<file path="config.mk">
export PLATFORM = sky130hd
export DESIGN_NAME = dac_multi_channel_writer_flat
export DESIGN_NICKNAME = d
export VERILOG_FILES = /design/src/rtl/dac_multi_channel_writer_if.sv /design/src/rtl/dac_multi_channel_writer.sv /design/src/flat_wrapper.sv
export SDC_FILE = /design/constraint.sdc
export NUM_CORES = 1
export LEC_CHECK = 0
export BUFFER_PORTS_ARGS = -buffer_cell sky130_fd_sc_hd__buf_2
export CAP_MARGIN = 20
export CORE_UTILIZATION = 50
export DETAILED_ROUTE_END_ITERATION = 12
export GPL_ROUTABILITY_DRIVEN = 1
export PLACE_DENSITY = 0.86
export SYNTH_ARGS = -nofsm -noshare
export SYNTH_HDL_FRONTEND = slang
export SYNTH_SLANG_ARGS = --single-unit
</file>
<file path="constraint.sdc">
create_clock -name clk -period 5.52 [get_ports clk]
set_input_delay 0.276 -clock clk [delete_from_list [all_inputs] [get_ports clk]]
set_output_delay 0.276 -clock clk [all_outputs]
set_load 0.1 [all_outputs]
</file>
<file path="src/rtl/dac_multi_channel_writer_if.sv">
// dac_multi_channel_writer_if
//   Write-request handshake into the DAC write engine.
//   master : requester (drives s_valid, s_ch, s_data; samples s_ready)
//   slave  : write engine (samples the request; drives s_ready)
interface dac_multi_channel_writer_if #(
  parameter int DATA_W = 14,
  parameter int CH_W   = 2
);
  logic              s_valid;
  logic              s_ready;
  logic [CH_W-1:0]   s_ch;
  logic [DATA_W-1:0] s_data;

  modport master (output s_valid, s_ch, s_data, input s_ready);
  modport slave  (input s_valid, s_ch, s_data, output s_ready);
endinterface

</file>
<file path="src/rtl/dac_multi_channel_writer.sv">
// dac_multi_channel_writer
//   Write engine for NUM_CH parallel DACs sharing one data bus and one WR
//   strobe, each with its own active-low chip select. Every accepted request
//   runs a setup -> WR pulse -> settle sequence and reports completion.
//
//   Optional feature: define DAC_SKIP_DUPLICATE_EN to keep a per-channel
//   shadow of the last written value and skip writes that would not change it.
//
// Ports
//   clk, reset   system clock, synchronous active-high reset
//   req          request handshake (slave side): s_valid/s_ready/s_ch/s_data
//   dac_out      shared parallel data bus (holds last written value)
//   dac_cs_n     per-DAC chip select, active low
//   wr           write strobe, DAC latches on its rising edge
//   busy         FSM not IDLE
//   done         one-cycle completion pulse, done_ch/done_skip valid with it
//   err          one-cycle pulse: request for a nonexistent channel dropped
//
// state  | meaning
// IDLE   | s_ready high, waiting for a request
// SETUP  | data and CS driven, waiting before the WR rise
// STROBE | WR high
// SETTLE | WR and CS released, waiting for the DAC output to settle
module dac_multi_channel_writer #(
  parameter  int DATA_W        = 14,
  parameter  int NUM_CH        = 4,
  parameter  int SETUP_CYCLES  = 1,
  parameter  int WR_CYCLES     = 1,
  parameter  int SETTLE_CYCLES = 10,
  localparam int CH_W          = (NUM_CH > 1) ? $clog2(NUM_CH) : 1
) (
  input  logic                       clk,
  input  logic                       reset,
  dac_multi_channel_writer_if.slave  req,
  output logic [DATA_W-1:0]          dac_out,
  output logic [NUM_CH-1:0]          dac_cs_n,
  output logic                       wr,
  output logic                       busy,
  output logic                       done,
  output logic [CH_W-1:0]            done_ch,
  output logic                       done_skip,
  output logic                       err
);

  localparam int MAX_A     = (SETUP_CYCLES > WR_CYCLES) ? SETUP_CYCLES : WR_CYCLES;
  localparam int MAX_CYC   = (MAX_A > SETTLE_CYCLES) ? MAX_A : SETTLE_CYCLES;
  localparam int CNT_W     = $clog2(MAX_CYC + 1);
  localparam int SETTLE_LD = (SETTLE_CYCLES > 0) ? SETTLE_CYCLES - 1 : 0;

  typedef enum logic [1:0] {IDLE, SETUP, STROBE, SETTLE} state_t;

  state_t            state_q, state_d;
  logic [CNT_W-1:0]  cnt_q, cnt_d;
  logic [CH_W-1:0]   ch_q, ch_d;
  logic [DATA_W-1:0] dac_out_d;
  logic [NUM_CH-1:0] cs_n_d;
  logic              wr_d, busy_d, done_d, done_skip_d, err_d;
  logic [CH_W-1:0]   done_ch_d;

  logic        acc, ch_ok, dup_hit, cnt_zero;
  logic [31:0] ch_ext;

  assign req.s_ready = (state_q == IDLE) && !reset;
  assign acc         = req.s_valid && req.s_ready;
  // Widen before comparing so non-power-of-two NUM_CH is range checked.
  assign ch_ext      = 32'(req.s_ch);
  assign ch_ok       = ch_ext < 32'(NUM_CH);
  assign cnt_zero    = (cnt_q == '0);

`ifdef DAC_SKIP_DUPLICATE_EN
  logic [DATA_W-1:0] shadow_q [NUM_CH];
  logic [NUM_CH-1:0] shadow_vld_q;

  always_comb begin
    dup_hit = 1'b0;
    for (int i = 0; i < NUM_CH; i++)
      if (ch_ext == 32'(i) && shadow_vld_q[i] && shadow_q[i] == req.s_data)
        dup_hit = 1'b1;
  end

  // Shadow captures the value the DAC actually latches, i.e. at the WR rise.
  always_ff @(posedge clk) begin
    if (reset) begin
      shadow_vld_q <= '0;
    end else if (state_q == SETUP && cnt_zero) begin
      for (int i = 0; i < NUM_CH; i++)
        if (32'(ch_q) == 32'(i)) begin
          shadow_q[i]     <= dac_out;
          shadow_vld_q[i] <= 1'b1;
        end
    end
  end
`else
  assign dup_hit = 1'b0;
`endif

  always_ff @(posedge clk) begin
    if (reset) begin
      state_q   <= IDLE;
      cnt_q     <= '0;
      ch_q      <= '0;
      dac_out   <= '0;
      dac_cs_n  <= '1;
      wr        <= 1'b0;
      busy      <= 1'b0;
      done      <= 1'b0;
      done_ch   <= '0;
      done_skip <= 1'b0;
      err       <= 1'b0;
    end else begin
      state_q   <= state_d;
      cnt_q     <= cnt_d;
      ch_q      <= ch_d;
      dac_out   <= dac_out_d;
      dac_cs_n  <= cs_n_d;
      wr        <= wr_d;
      busy      <= busy_d;
      done      <= done_d;
      done_ch   <= done_ch_d;
      done_skip <= done_skip_d;
      err       <= err_d;
    end
  end

  // Down-counter reloads with (length-1) on each state entry; leave on zero.
  always_comb begin
    state_d = state_q;
    cnt_d   = cnt_q;
    unique case (state_q)
      IDLE:
        if (acc && ch_ok && !dup_hit) begin
          state_d = SETUP;
          cnt_d   = CNT_W'(SETUP_CYCLES - 1);
        end
      SETUP:
        if (cnt_zero) begin
          state_d = STROBE;
          cnt_d   = CNT_W'(WR_CYCLES - 1);
        end else cnt_d = cnt_q - CNT_W'(1);
      STROBE:
        if (cnt_zero) begin
          state_d = (SETTLE_CYCLES == 0) ? IDLE : SETTLE;
          cnt_d   = CNT_W'(SETTLE_LD);
        end else cnt_d = cnt_q - CNT_W'(1);
      SETTLE:
        if (cnt_zero) state_d = IDLE;
        else          cnt_d   = cnt_q - CNT_W'(1);
      default: state_d = IDLE;
    endcase
  end

  // Next values for the registered outputs.
  always_comb begin
    dac_out_d   = dac_out;
    cs_n_d      = dac_cs_n;
    wr_d        = wr;
    ch_d        = ch_q;
    done_d      = 1'b0;
    done_ch_d   = done_ch;
    done_skip_d = 1'b0;
    err_d       = 1'b0;
    case (state_q)
      IDLE:
        if (acc) begin
          if (!ch_ok) begin
            err_d = 1'b1;
          end else if (dup_hit) begin
            done_d      = 1'b1;
            done_skip_d = 1'b1;
            done_ch_d   = req.s_ch;
          end else begin
            dac_out_d = req.s_data;
            ch_d      = req.s_ch;
            for (int i = 0; i < NUM_CH; i++)
              cs_n_d[i] = (ch_ext != 32'(i));
          end
        end
      SETUP:
        if (cnt_zero) wr_d = 1'b1;
      STROBE:
        if (cnt_zero) begin
          wr_d   = 1'b0;
          cs_n_d = '1;
          if (SETTLE_CYCLES == 0) begin
            done_d    = 1'b1;
            done_ch_d = ch_q;
          end
        end
      SETTLE:
        if (cnt_zero) begin
          done_d    = 1'b1;
          done_ch_d = ch_q;
        end
      default: ;
    endcase
    busy_d = (state_d != IDLE);
  end

endmodule
</file>
<file path="src/flat_wrapper.sv">
// flat-port wrapper written by rule: the top's interface ports become plain ports
module dac_multi_channel_writer_flat 
#(
  parameter  int DATA_W        = 14,
  parameter  int NUM_CH        = 4,
  parameter  int SETUP_CYCLES  = 1,
  parameter  int WR_CYCLES     = 1,
  parameter  int SETTLE_CYCLES = 10,
  localparam int CH_W          = (NUM_CH > 1) ? $clog2(NUM_CH) : 1
)
  (clk, reset, dac_out, dac_cs_n, wr, busy, done, done_ch, done_skip, err, req_s_valid, req_s_ch, req_s_data, req_s_ready);
  dac_multi_channel_writer_if #(.DATA_W(DATA_W)) req_i ();
  input  logic clk;
  input  logic reset;
  output logic [DATA_W-1:0] dac_out;
  output logic [NUM_CH-1:0] dac_cs_n;
  output logic wr;
  output logic busy;
  output logic done;
  output logic [CH_W-1:0] done_ch;
  output logic done_skip;
  output logic err;
  input wire logic [$bits(req_i.s_valid)-1:0] req_s_valid;
  input wire logic [$bits(req_i.s_ch)-1:0] req_s_ch;
  input wire logic [$bits(req_i.s_data)-1:0] req_s_data;
  output wire logic [$bits(req_i.s_ready)-1:0] req_s_ready;
  assign req_i.s_valid = req_s_valid;
  assign req_i.s_ch = req_s_ch;
  assign req_i.s_data = req_s_data;
  assign req_s_ready = req_i.s_ready;
  dac_multi_channel_writer #(.DATA_W(DATA_W), .NUM_CH(NUM_CH), .SETUP_CYCLES(SETUP_CYCLES), .WR_CYCLES(WR_CYCLES), .SETTLE_CYCLES(SETTLE_CYCLES)) u_core (.clk(clk), .reset(reset), .req(req_i), .dac_out(dac_out), .dac_cs_n(dac_cs_n), .wr(wr), .busy(busy), .done(done), .done_ch(done_ch), .done_skip(done_skip), .err(err));
endmodule
</file>
## After elaboration in Yosys (flattened, before gate mapping)

Index checks and enable logic that the tools add are counted.

- $add $sub $neg: 1
- Magnitude comparators: 1
- Equality and inequality tests: 12
- Muxes and demuxes: 19
- Bitwise gates (word level): 3
- Reduce and logical (&&, ||, !) cells: 17

Operators with widths:

| kind | count |
|---|---|
| nonzero test 32 bit | 1 |
| 2-to-1 mux 4 bit | 7 |
| one-hot mux 4 bit (4 select lines) | 1 |
| != test 2 x 1 -> 1 bit, second input constant | 5 |
| 2-to-1 mux 2 bit | 4 |
| != test 2 bit, second input constant | 4 |
| one-hot mux 2 bit (4 select lines) | 1 |
| one-hot mux 4 bit (2 select lines) | 1 |
| AND reduction 3 bit | 2 |
| nonzero test 2 bit | 3 |
| equality test 2 bit, second input constant | 2 |
| logical NOT 4 bit | 1 |
| 2-to-1 mux 1 bit | 4 |
| AND reduction 2 bit | 2 |
| AND reduction 4 bit | 1 |
| subtractor 4 x 1 -> 4 bit, second input constant | 1 |
| logical AND 1 bit | 3 |
| less-than comparator 2 x 3 -> 1 bit, second input constant | 1 |
| NOT 1 bit | 3 |
| OR reduction 3 bit | 1 |
| equality test 2 x 1 -> 1 bit, second input constant | 1 |
| logical NOT 2 bit | 1 |
| one-hot mux 1 bit (2 select lines) | 1 |
| OR reduction 2 bit | 1 |
| logical NOT 1 bit | 1 |

- Flip-flop bits (word level): 32
- Input port bits: 19
- Output and inout port bits: 26

## Depth between registers and ports, before layout

Gate-level depths: netlist of run 1.

- Depth in word-level cells: 7
- Mapped depth: 7

## Worst setup path after synthesis of run 1

OpenSTA, ideal clock, no wires.

- Kind: register -> register
- Start point: reg u_core.state_q[0]
- End point: reg u_core.cnt_q[3]
- Arrival time: 2.281 ns
- Data required time: 5.450 ns
- Path slack: 3.169 ns
- Cell stages (with the launch flop): 5
- Path through: dfxtp_1 inv_1 ha_1 nor2b_1 o2bb2ai_1

- Longest elaborated chain between the ends: 6

Ends and longest elaborated chain:

| what | RTL line | source |
|---|---|---|
| from (decl) | dac_multi_channel_writer.sv:52 | `state_t state_q, state_d;` |
| from (signal assigned) | dac_multi_channel_writer.sv:111 | `state_q <= state_d;` |
| logical NOT 2 bit | dac_multi_channel_writer.sv:63 | `assign req.s_ready = (state_q == IDLE) && !reset;` |
| logical AND 1 bit | dac_multi_channel_writer.sv:63 |  |
| net req_s_ready | flat_wrapper.sv:26 | `output wire logic [$bits(req_i.s_ready)-1:0] req_s_ready;` |
| logical AND 1 bit | dac_multi_channel_writer.sv:64 | `assign acc = req.s_valid && req.s_ready;` |
| logical AND 1 bit | dac_multi_channel_writer.sv:131 | `if (acc && ch_ok && !dup_hit) begin` |
| != test 2 bit (no source line) | - |  |
| AND reduction 2 bit (no source line) | - |  |
| to (signal assigned) | dac_multi_channel_writer.sv:112 | `cnt_q <= cnt_d;` |
| to (decl) | dac_multi_channel_writer.sv:53 | `logic [CNT_W-1:0] cnt_q, cnt_d;` |

The timed path passes the listed nets, and every way through them passes these cells.
A chain may end at the register's enable or synchronous reset.

## Worst setup path after layout of run 1

- Start point: reg u_core.state_q[0]
- End point: reg u_core.cnt_q[2]

- Longest elaborated chain between the ends: 6

Ends and longest elaborated chain:

| what | RTL line |
|---|---|
| logical NOT 2 bit | dac_multi_channel_writer.sv:63, dac_multi_channel_writer.sv:129 |
| logical AND 1 bit | dac_multi_channel_writer.sv:63 |
| logical AND 1 bit | dac_multi_channel_writer.sv:64 |
| logical AND 1 bit | dac_multi_channel_writer.sv:131 |
| != test 2 bit (no source line) | - |
| AND reduction 2 bit (no source line) | - |

Parallel ways exist; a longest one is shown, timed or not.

==> key figures, run 1 <==
Timing
  • Final Cycle Share: 36.8%
  • Setup-failing EPs final: 0
  • Final worst slack: 3.49 ns
  • TNS Setup: 0 ns
  • Post-layout min period: 2.03 ns
  • Max_slew headroom: 54.3%
  • Final hold violation count: 0
  • Least-Margin Pin Slew: 0.684 ns
  • Clock Skew: 0.00422 ns
  • Fin. max-slew vios: 0
  • RSZ-0062 raised after global routing: false
  • FMAX: 0.492 GHz

Power and ir drop
  • Clock network fraction of total power: 22.6%
  • Worst vdd rail ir drop: 0.373 mV
  • Leakage: 0.838 nW
  • Part of the power in registers: 29.4%
  • Sw Ratio: 47.8%
  • Overall Power: 976 uW
  • Combinational share of power: 47.9%
  • Pwr dens: 560 nW/um2
  • P_int: 509 uW
  • Sw Pwr: 466 uW

Die
  • Core area: 2730 um2
  • Initial core utilization: 52.8%
  • Num rows: 19
  • Die Wd: 55.7 um
  • Ports: 45
  • Die area: 3100 um2
  • Die height: 55.7 um

Critical path
  • CP Capture Type: register
  • Setup CP Type: reg2reg
  • Crit Path Max Fanout: 12
  • Cell family with most CP delay: simple AND/OR/NAND/NOR gates
  • Setup crit start kind: register
  • Critical path, cell by cell: inv_1 > ha_1 > or2_2 > a21oi_1 > or4b_2 > a31oi_1
  • Worst EP required: 5.79 ns
  • WP buf/inv: 1
  • Crit path max-delay cell type: or4b_2
  • CP arrival: 2.30 ns
  • Slowest stage delay, CP: 0.61 ns

Global route
  • Vias in the first global route: 1145
  • Initial antenna violation count: 0
  • GRT overflow: 0
  • Global-route wire length before repair: 4900 um
  • GRT Total Usage: 20.2%
  • Largest net degree at the start of global routing: 35

Logic synthesis
  • Syn Inst Count: 169
  • Synth Register Bits: 31
  • Post-synth EDFFs: 0
  • Syn_area_per_cell: 8.54 um2
  • Asr flop ratio synth: 0%
  • Syn. warnings: 0
  • Netlist Area Pre-Place: 1440 um2
  • Ys flop type: dfxtp_1
  • Library cells used by synthesis: 38
  • Register area share after synthesis: 43.0%

Place
  • Pre-CTS setup slack: 3.51 ns
  • Placed Cells incl. Taps: 231
  • Routability Congestion: 0.824
  • Port bufs: 42
  • Detailed Place HPWL: 2060 um
  • Post-DP Area: 1640 um2

Clocking
  • CTS Root Cell: clkbuf_4
  • Postcts setup bufs: 0
  • Sink Count: 31
  • Clk Latency, worst-skew pair: 0.33 ns
  • Clock Path Buffers: 2
  • H-Tree Level Count: 2
  • Cts hold-fix bufs: 0
  • Cts repair resizes: 0
  • CTS tree: built
  • Reg clk slew, reported paths: 0.10 ns
  • CTS Buf Count: 5

Final layout
  • Post-route non-filler standard cell count: 239
  • Post-route cell area: 1740 um2
  • NumNets Final: 233
  • Area grow syn2layout: 20.8%
  • # diodes: 0
  • Layout cell share with drive strength beyond 1: 27.4%

Routing
  • Post-DRT Antenna Nets: 0
  • Drt first pass iters: 4
  • Via count: 1295
  • Drt wl/cell: 12.3 um
  • Iter 0 DRT Violations: 38
  • DR vias/cell: 5.42
  • DRC: 0
  • Final wirelength: 2940 um

Status
  • Status: complete, no violations

Hold path
  • Tightest Hold Check Type: in2reg

Run
  • Total of max-cap violations: 0
## final cells by class
cell class / count / area (um2)
clock buffer: 6 / 41.3
multi-input combinational: 122 / 753
timing repair buffer: 42 / 210
inverter: 5 / 18.8
tap: 31 / 38.8
clock inverter: 2 / 60.1
fill: 247 / 991
sequential: 31 / 621
## kinds of logic after synthesis
kind of cell | share of synthesized area, %
adders and majority gates | 6.07
AOI/OAI and AO/OA | 11.9
buffers and inverters | 5.03
other | 0.260
DFF | 43.0
and+or+nand+nor | 33.7
## worst paths after layout
check,cells after the start,startpoint,to,slack (ns)
max,6,u_core.state_q[0]$_SDFF_PP0_,u_core.cnt_q[2]$_SDFFE_PP0P_,3.49
min,3,req_s_data[13],u_core.dac_out[13]$_SDFFE_PP0P_,0.12
max reg2reg,6,u_core.state_q[0]$_SDFF_PP0_,u_core.cnt_q[2]$_SDFFE_PP0P_,3.49
min reg2reg,2,u_core.done_ch[0]$_SDFFE_PP0P_,u_core.done_ch[0]$_SDFFE_PP0P_,0.47
## layer usage
metal  part of all wire, %  global-route usage [%]  wire length (um)  vias to the layer above
li1                      -                       -                 -                      647
met1                    47                    25.7              1370                      604
met2                    47                    32.0              1390                       39
met3                   4.8                    5.58               140                        5
met4                   1.4                    9.29                40                        0
met5                     0                       0                 0                        -
## flip-flops by register name (all words and copies together), names as in the netlist
register         count
u_core.ch_q          2
u_core.done          1
u_core.done_ch       2
u_core.cnt_q         4
u_core.state_q       2
u_core.dac_out      14
u_core.busy          1
u_core.wr            1
u_core.dac_cs_n      4
## power groups by stage
stage               clock [mW]  sequential (mW)  combinational, mW
floorplan                    0            0.490              0.196
global placement             0            0.291              0.460
detailed placement           0            0.292              0.464
CTS                      0.225            0.287              0.466
global route             0.234            0.292              0.497
finish                   0.221            0.287              0.468
## tightest hold or removal path, cell delays in order
cell and delay [ns]:
buf_2 0.07, nand2_1 0.04, nand2_1 0.04
## layout by cell type (no fill, tap or decap), types with 3 or more instances in the layout
master,netlist,routed
buf_2,1,42
nand2_1,39,39
dfxtp_1,31,31
nand3b_1,18,18
nor2_1,8,8
a21oi_1,7,7
ha_1,7,7
inv_1,5,5
clkbuf_4,0,5
o21bai_1,4,4
nor3_1,3,3
## per-stage QoR
stage               utilization, %  hold WS [ns]
global placement              60.0         0.453
global route                  63.8        0.0928
finish                        63.8         0.117
CTS                           63.8         0.103
floorplan                        -         0.365
detailed placement            60.0         0.456
## synth_stat cells (2+ instances only)
library cell | n | share of area, %
nand3_1 | 2 | 0.69
nor2b_1 | 2 | 0.87
nor4b_1 | 2 | 1.2
nor3_1 | 3 | 1.0
a22oi_1 | 2 | 1.0
nand3b_1 | 18 | 9.4
a21oi_1 | 7 | 2.4
dfxtp_1 | 31 | 43
nand2b_1 | 2 | 0.87
nand2_1 | 39 | 10
inv_1 | 5 | 1.3
ha_1 | 7 | 6.1
a31oi_1 | 2 | 0.87
o21ai_0 | 2 | 0.69
nor4_1 | 2 | 0.87
or4_1 | 2 | 1.0
o21bai_1 | 4 | 2.1
clkbuf_1 | 9 | 2.3
nor2_1 | 8 | 2.1
buf_4 | 2 | 1.0
Note: power is estimated with default switching activity, not from simulation.
==> run 2: changes to the inputs <==
--- a/config.mk
+++ b/config.mk
@@ -5,12 +5,13 @@
 export SDC_FILE = /design/constraint.sdc
 export NUM_CORES = 1
 export LEC_CHECK = 0
+export ABC_AREA = 1
 export BUFFER_PORTS_ARGS = -buffer_cell sky130_fd_sc_hd__buf_2
 export CAP_MARGIN = 20
-export CORE_UTILIZATION = 50
+export CORE_UTILIZATION = 45
 export DETAILED_ROUTE_END_ITERATION = 12
 export GPL_ROUTABILITY_DRIVEN = 1
-export PLACE_DENSITY = 0.86
+export PLACE_DENSITY = 0.82
 export SYNTH_ARGS = -nofsm -noshare
 export SYNTH_HDL_FRONTEND = slang
 export SYNTH_SLANG_ARGS = --single-unit
==> constraint.sdc (replaced) <==
create_clock -name clk -period 1.85 [get_ports clk]
set_input_delay 0.0925 -clock clk [delete_from_list [all_inputs] [get_ports clk]]
set_output_delay 0.0925 -clock clk [all_outputs]
set_load 0.1 [all_outputs]
==> run 2 against run 1 <==
  * Clock power grew 130%
  * Critical path depth shrank 1
  * Cell count grew 23%
  * Highest routed layer unchanged
  * Largest cell class unchanged
==> key figures, run 2 <==
Final layout
  • Area grow syn2layout: 29.8%
  • Largest regs: u_core.dac_out x14, u_core.cnt_q x4, u_core.dac_cs_n x4
  • Number of flip-flops in the largest register: 14
  • Most frequent cells in the layout: nand2_1, buf_2, dfxtp_1
  • Final Util: 62.7%
  • Post-route non-filler standard cell count: 293
  • Layout cell share with drive strength beyond 1: 31.3%
  • # diodes: 0
  • Most common cell after layout, fill and taps aside: nand2_1
  • Post-route cell area: 1950 um2
  • NumNets Final: 275
  • Largest Register: u_core.dac_out

Critical path
  • CP Capture Type: primary output
  • Setup CP Type: reg2out
  • Crit path from: u_core.state_q[0]$_SDFF_PP0_
  • Setup crit start kind: register
  • FF-to-FF Start: u_core.state_q[0]$_SDFF_PP0_
  • Worst EP required: 1.76 ns
  • CP arrival: 1.65 ns
  • Crit Path Max Fanout: 4

Clocking
  • Sink Count: 31
  • Clk Latency, worst-skew pair: 0.33 ns
  • H-Tree Level Count: 2
  • Postcts setup bufs: 0
  • Clock Path Buffers: 2
  • Reg clk slew, reported paths: 0.09 ns
  • Cts hold-fix bufs: 15
  • CTS tree: built
  • CTS Buf Count: 5
  • Cts repair resizes: 0
  • CTS Root Cell: clkbuf_4

Routing
  • Via count: 1381
  • Drt wl/cell: 11.1 um
  • Drt first pass iters: 5
  • Post-DRT Antenna Nets: 0
  • Iter 0 DRT Violations: 44
  • DR vias/cell: 4.71
  • DRC: 0
  • Final wirelength: 3240 um

Die
  • Die area: 3570 um2
  • Core area: 3100 um2
  • Ports: 45
  • Initial core utilization: 48.3%
  • Num rows: 20
  • Die Wd: 59.7 um
  • Die height: 59.7 um

Place
  • Port bufs: 42
  • Placed Cells incl. Taps: 271
  • Pre-CTS setup slack: 0.342 ns
  • Routability Congestion: 0.860
  • Post-DP Area: 1720 um2
  • Detailed Place HPWL: 2240 um

Logic synthesis
  • Adder-cell share of the synthesized area: 5.84%
  • Syn. warnings: 0
  • Synth Area in Compound Gates: 8.93%
  • Ys flop type: dfxtp_1
  • Synth top cells by count: nand2_1, dfxtp_1, nand3_1
  • Syn_area_per_cell: 7.89 um2
  • Synth Register Bits: 31
  • Simple-Gate Fraction of Synth Area: 34.9%
  • Register area share after synthesis: 41.4%
  • Netlist Area Pre-Place: 1500 um2
  • Synth top area share: 41.4%
  • Syn Inst Count: 190
  • Largest family of logic cells by synthesized area: simple AND/OR/NAND/NOR gates
  • Asr flop ratio synth: 0%
  • Post-synthesis mux area share: 0%
  • Top cells by area, synth: dfxtp_1, nand2_1, nand3_2
  • Library cells used by synthesis: 22
  • Most common cell in the netlist: nand2_1
  • Post-synth EDFFs: 0
  • Xor and xnor area share after synthesis: 0%
  • Area leader, netlist: dfxtp_1

Hold path
  • Tightest Hold Check Type: in2reg
  • HP Start: req_s_ch[1]

Power and ir drop
  • Worst vdd rail ir drop: 0.820 mV
  • Pwr dens: 1640 nW/um2
  • Leakage: 0.975 nW
  • Overall Power: 3.18 mW

Timing
  • Final hold violation count: 0
  • Setup-failing EPs final: 0
  • TNS Setup: 0 ns
  • Final Cycle Share: 93.9%
  • RSZ-0062 raised after global routing: false
  • Post-layout min period: 1.74 ns
  • Final worst slack: 0.112 ns
  • Fin. max-slew vios: 0
  • FMAX: 0.575 GHz
  • Fin Hold WS: 0.0525 ns
  • Clock Skew: 0.00437 ns

Run
  • Total of max-cap violations: 0

Global route
  • GRT overflow: 0
  • Initial antenna violation count: 0
  • Global-route wire length before repair: 5460 um
  • GRT Total Usage: 20.8%
  • Vias in the first global route: 1298
  • Largest net degree at the start of global routing: 19

Status
  • Status: complete, no violations
[run 2: cell types whose count changed after synthesis, sizes merged, moves of 3 or more]
cell,before,now
nand2b,3,0
inv,5,19
nand3,2,31
nand3b,18,0
nand2,39,60
a21oi,7,11
buf,3,7
o21ai,2,10
clkbuf,9,1
o21bai,4,0
[run 2: critical path, stage by stage (launching register included)]
cell and delay (ns):
dfxtp_1 0.35, inv_1 0.12, ha_1 0.23, inv_2 0.06
nor2_4 0.11, buf_2 0.44
[run 2: routing by layer]
metal	track usage, %	wire [um]	vias to the layer above	part of all wire, %
met5	0	0	-	0
met4	10.6	63	0	1.9
met3	7.14	176	6	5.4
met2	35.4	1590	43	49
met1	22.9	1410	609	44
li1	-	-	723	-
[run 2: where the power goes]
| group | switching [mW] | internal [mW] | total (mW) |
|---|---|---|---|
| combinational | 1.39 | 0.385 | 1.77 |
| sequential | 0.0973 | 0.812 | 0.909 |
| clock | 0.220 | 0.278 | 0.498 |
| total | 1.71 | 1.48 | 3.18 |
[run 2: final cells by class]
type,instances,area (um2)
Inverter,19,71.3
Fill cell,298,1160
Clock buffer,6,41.3
Multi-Input combinational cell,133,752
Clock inverter,1,30.0
Tap cell,44,55.1
Timing Repair Buffer,59,375
Sequential cell,31,621
[run 2: kinds of logic (layout without fill, tap and decap cells)]
| kind of cell | Yosys count | count (layout) |
|---|---|---|
| DFF | 31 | 31 |
| buffers and inverters | 27 | 85 |
| and+or+nand+nor | 101 | 101 |
| AOI/OAI and AO/OA | 23 | 23 |
| other | 1 | 2 |
| adders and majority gates | 7 | 7 |
[run 2: final timing paths]
kind	endpoint	slack, ns	cells after the start
worst max-delay path	req_s_ready	0.11	5
worst min-delay path	u_core.ch_q[1]$_SDFFE_PP0P_	0.05	3
worst max register to register	u_core.busy$_SDFF_PP0_	0.32	10
worst min register to register	u_core.dac_out[10]$_SDFFE_PP0P_	0.46	2
==> run 3: changes to the inputs <==
--- a/config.mk
+++ b/config.mk
@@ -12,6 +12,7 @@
 export DETAILED_ROUTE_END_ITERATION = 12
 export GPL_ROUTABILITY_DRIVEN = 1
 export PLACE_DENSITY = 0.82
+export RECOVER_POWER = 50
 export SYNTH_ARGS = -nofsm -noshare
 export SYNTH_HDL_FRONTEND = slang
 export SYNTH_SLANG_ARGS = --single-unit
==> run 3 against run 2 <==
  * Fmax about the same
  * Power fell by 0.23%
  * Flip-flop and latch count unchanged
  * First-iteration DRC count is the same
  * Combinational power barely moved
  * Cell count stayed put
  * Setup slack got worse by 0.00085 ns
  * Clock power about the same
  * Core utilization is 0.20 points lower
  * Critical path depth is the same
  * Worst hold slack better by 0.0013 ns
==> key figures, run 3 (synthesis results as in run 2) <==
Status
  • Status: complete, no violations

Clocking
  • Postcts setup bufs: 0
  • H-Tree Level Count: 2
  • CTS Buf Count: 5
  • Clk Latency, worst-skew pair: 0.32 ns
  • CTS Root Cell: clkbuf_4
  • Reg clk slew, reported paths: 0.09 ns
  • CTS tree: built
  • Clock Path Buffers: 2
  • Sink Count: 31

Global route
  • Global route hottest layer: met2
  • GRT Total Usage: 20.8%
  • Global-route wire length before repair: 5460 um
  • Largest net degree at the start of global routing: 19
  • Met3 usage: 7.14%
  • Met1 usage: 22.9%
  • GRT overflow: 0
  • Met2 Use GR: 35.4%
  • Vias in the first global route: 1298
  • Initial antenna violation count: 0

Routing
  • Iter 0 DRT Violations: 44
  • Drt wl/cell: 11.0 um
  • DRC: 0
  • Drt first pass iters: 4
  • DR vias/cell: 4.72
  • Via count: 1384
  • Final wirelength: 3230 um
  • Post-DRT Antenna Nets: 0

Die
  • Die Wd: 59.7 um
  • Num rows: 20
  • Die area: 3570 um2
  • Initial core utilization: 48.3%
  • Die height: 59.7 um
  • Core area: 3100 um2
  • Ports: 45

Place
  • Detailed Place HPWL: 2240 um
  • Routability Congestion: 0.860
  • Port bufs: 42

Timing
  • TNS Setup: 0 ns
  • FMAX: 0.575 GHz
  • Setup-failing EPs final: 0
  • Fin. max-slew vios: 0
  • Post-layout min period: 1.74 ns
  • Final hold violation count: 0
  • Least-Margin Pin Slew: 1.15 ns
  • Final Cycle Share: 94.0%
  • Fin Hold WS: 0.0538 ns
  • RSZ-0062 raised after global routing: false
  • Clock Skew: 0.00347 ns
  • Max_slew headroom: 23.4%

Final layout
  • Most common cell after layout, fill and taps aside: nand2_1
  • Area grow syn2layout: 29.4%
  • Largest Register: u_core.dac_out
  • Filler cells: 297
  • Largest regs: u_core.dac_out x14, u_core.cnt_q x4, u_core.dac_cs_n x4
  • # diodes: 0
  • Number of flip-flops in the largest register: 14
  • Most frequent cells in the layout: nand2_1, dfxtp_1, clkbuf_2
  • Layout cell share with drive strength beyond 1: 30.1%
  • NumNets Final: 275

Critical path
  • R2r setup slk: 0.32 ns
  • Worst EP required: 1.76 ns
  • Setup CP Type: reg2out
  • CP arrival: 1.65 ns
  • Setup crit start kind: register
  • Crit Path Max Fanout: 4
  • CP Capture Type: primary output

Power and ir drop
  • Pwr dens: 1640 nW/um2
  • Overall Power: 3.17 mW
  • Worst vdd rail ir drop: 0.775 mV
  • Leakage: 0.964 nW

Hold path
  • Tightest Hold Check Type: in2reg

Run
  • Total of max-cap violations: 0
[run 3: cell count changes in the layout (fill, tap and decap cells not counted)]
cell and delta:
clkbuf_2 +22, inv_1 +1, nand3_1 +1, buf_2 -23
nand3_2 -1, inv_2 -1, clkbuf_1 +1
[run 3: routing by layer]
layer / vias to the layer above / wire length, um
met5: - / 0
met4: 0 / 73
met3: 7 / 183
met2: 49 / 1580
met1: 605 / 1390
li1: 723 / -
[run 3: power breakdown]
group / total (mW) / internal (mW) / switching [mW]
clock network: 0.498 / 0.278 / 0.220
registers: 0.913 / 0.812 / 0.101
logic: 1.76 / 0.378 / 1.39
total: 3.17 / 1.47 / 1.71
[run 3: worst paths after layout]
path                                                      start                               to  depth (start not counted)
worst max-delay path               u_core.state_q[0]$_SDFF_PP0_                      req_s_ready                          5
worst min-delay path                                req_s_ch[1]      u_core.ch_q[1]$_SDFFE_PP0P_                          3
worst max register to register     u_core.state_q[0]$_SDFF_PP0_           u_core.busy$_SDFF_PP0_                         10
worst min register to register  u_core.dac_out[10]$_SDFFE_PP0P_  u_core.dac_out[10]$_SDFFE_PP0P_                          2
[run 3: critical path, cell delays in order (launching register included)]
cell and delay, ns:
dfxtp_1 0.35, inv_1 0.12, ha_1 0.23, inv_2 0.06, nor2_4 0.11, buf_2 0.44
[run 3: stage by stage]
stage	utilization (%)	cell area, um2	cells	setup WS [ns]
global route	62.5	1940	293	0.0330
floorplan	-	1500	191	0.0300
finish	62.5	1940	293	0.111
detailed placement	55.6	1720	271	0.342
global placement	55.6	1720	271	0.389
CTS	62.7	1950	293	0.100
[run 3: area by class of cell]
type | instances | area, um2 | share of cell area, %
tap | 44 | 55.1 | 2.84
timing repair buffer | 59 | 374 | 19.3
multi-input combinational | 133 | 747 | 38.5
sequential | 31 | 621 | 32.0
clock inverter | 1 | 30.0 | 1.55
clock buffer | 6 | 41.3 | 2.13
inverter | 19 | 71.3 | 3.68
[run 3: what timing repair did]
action | CTS | global route
hold endpoints to repair | 15 | 0
hold buffers | 15 | 0
resized for setup | 0 | 0
endpoints found under the setup margin | 0 | 0
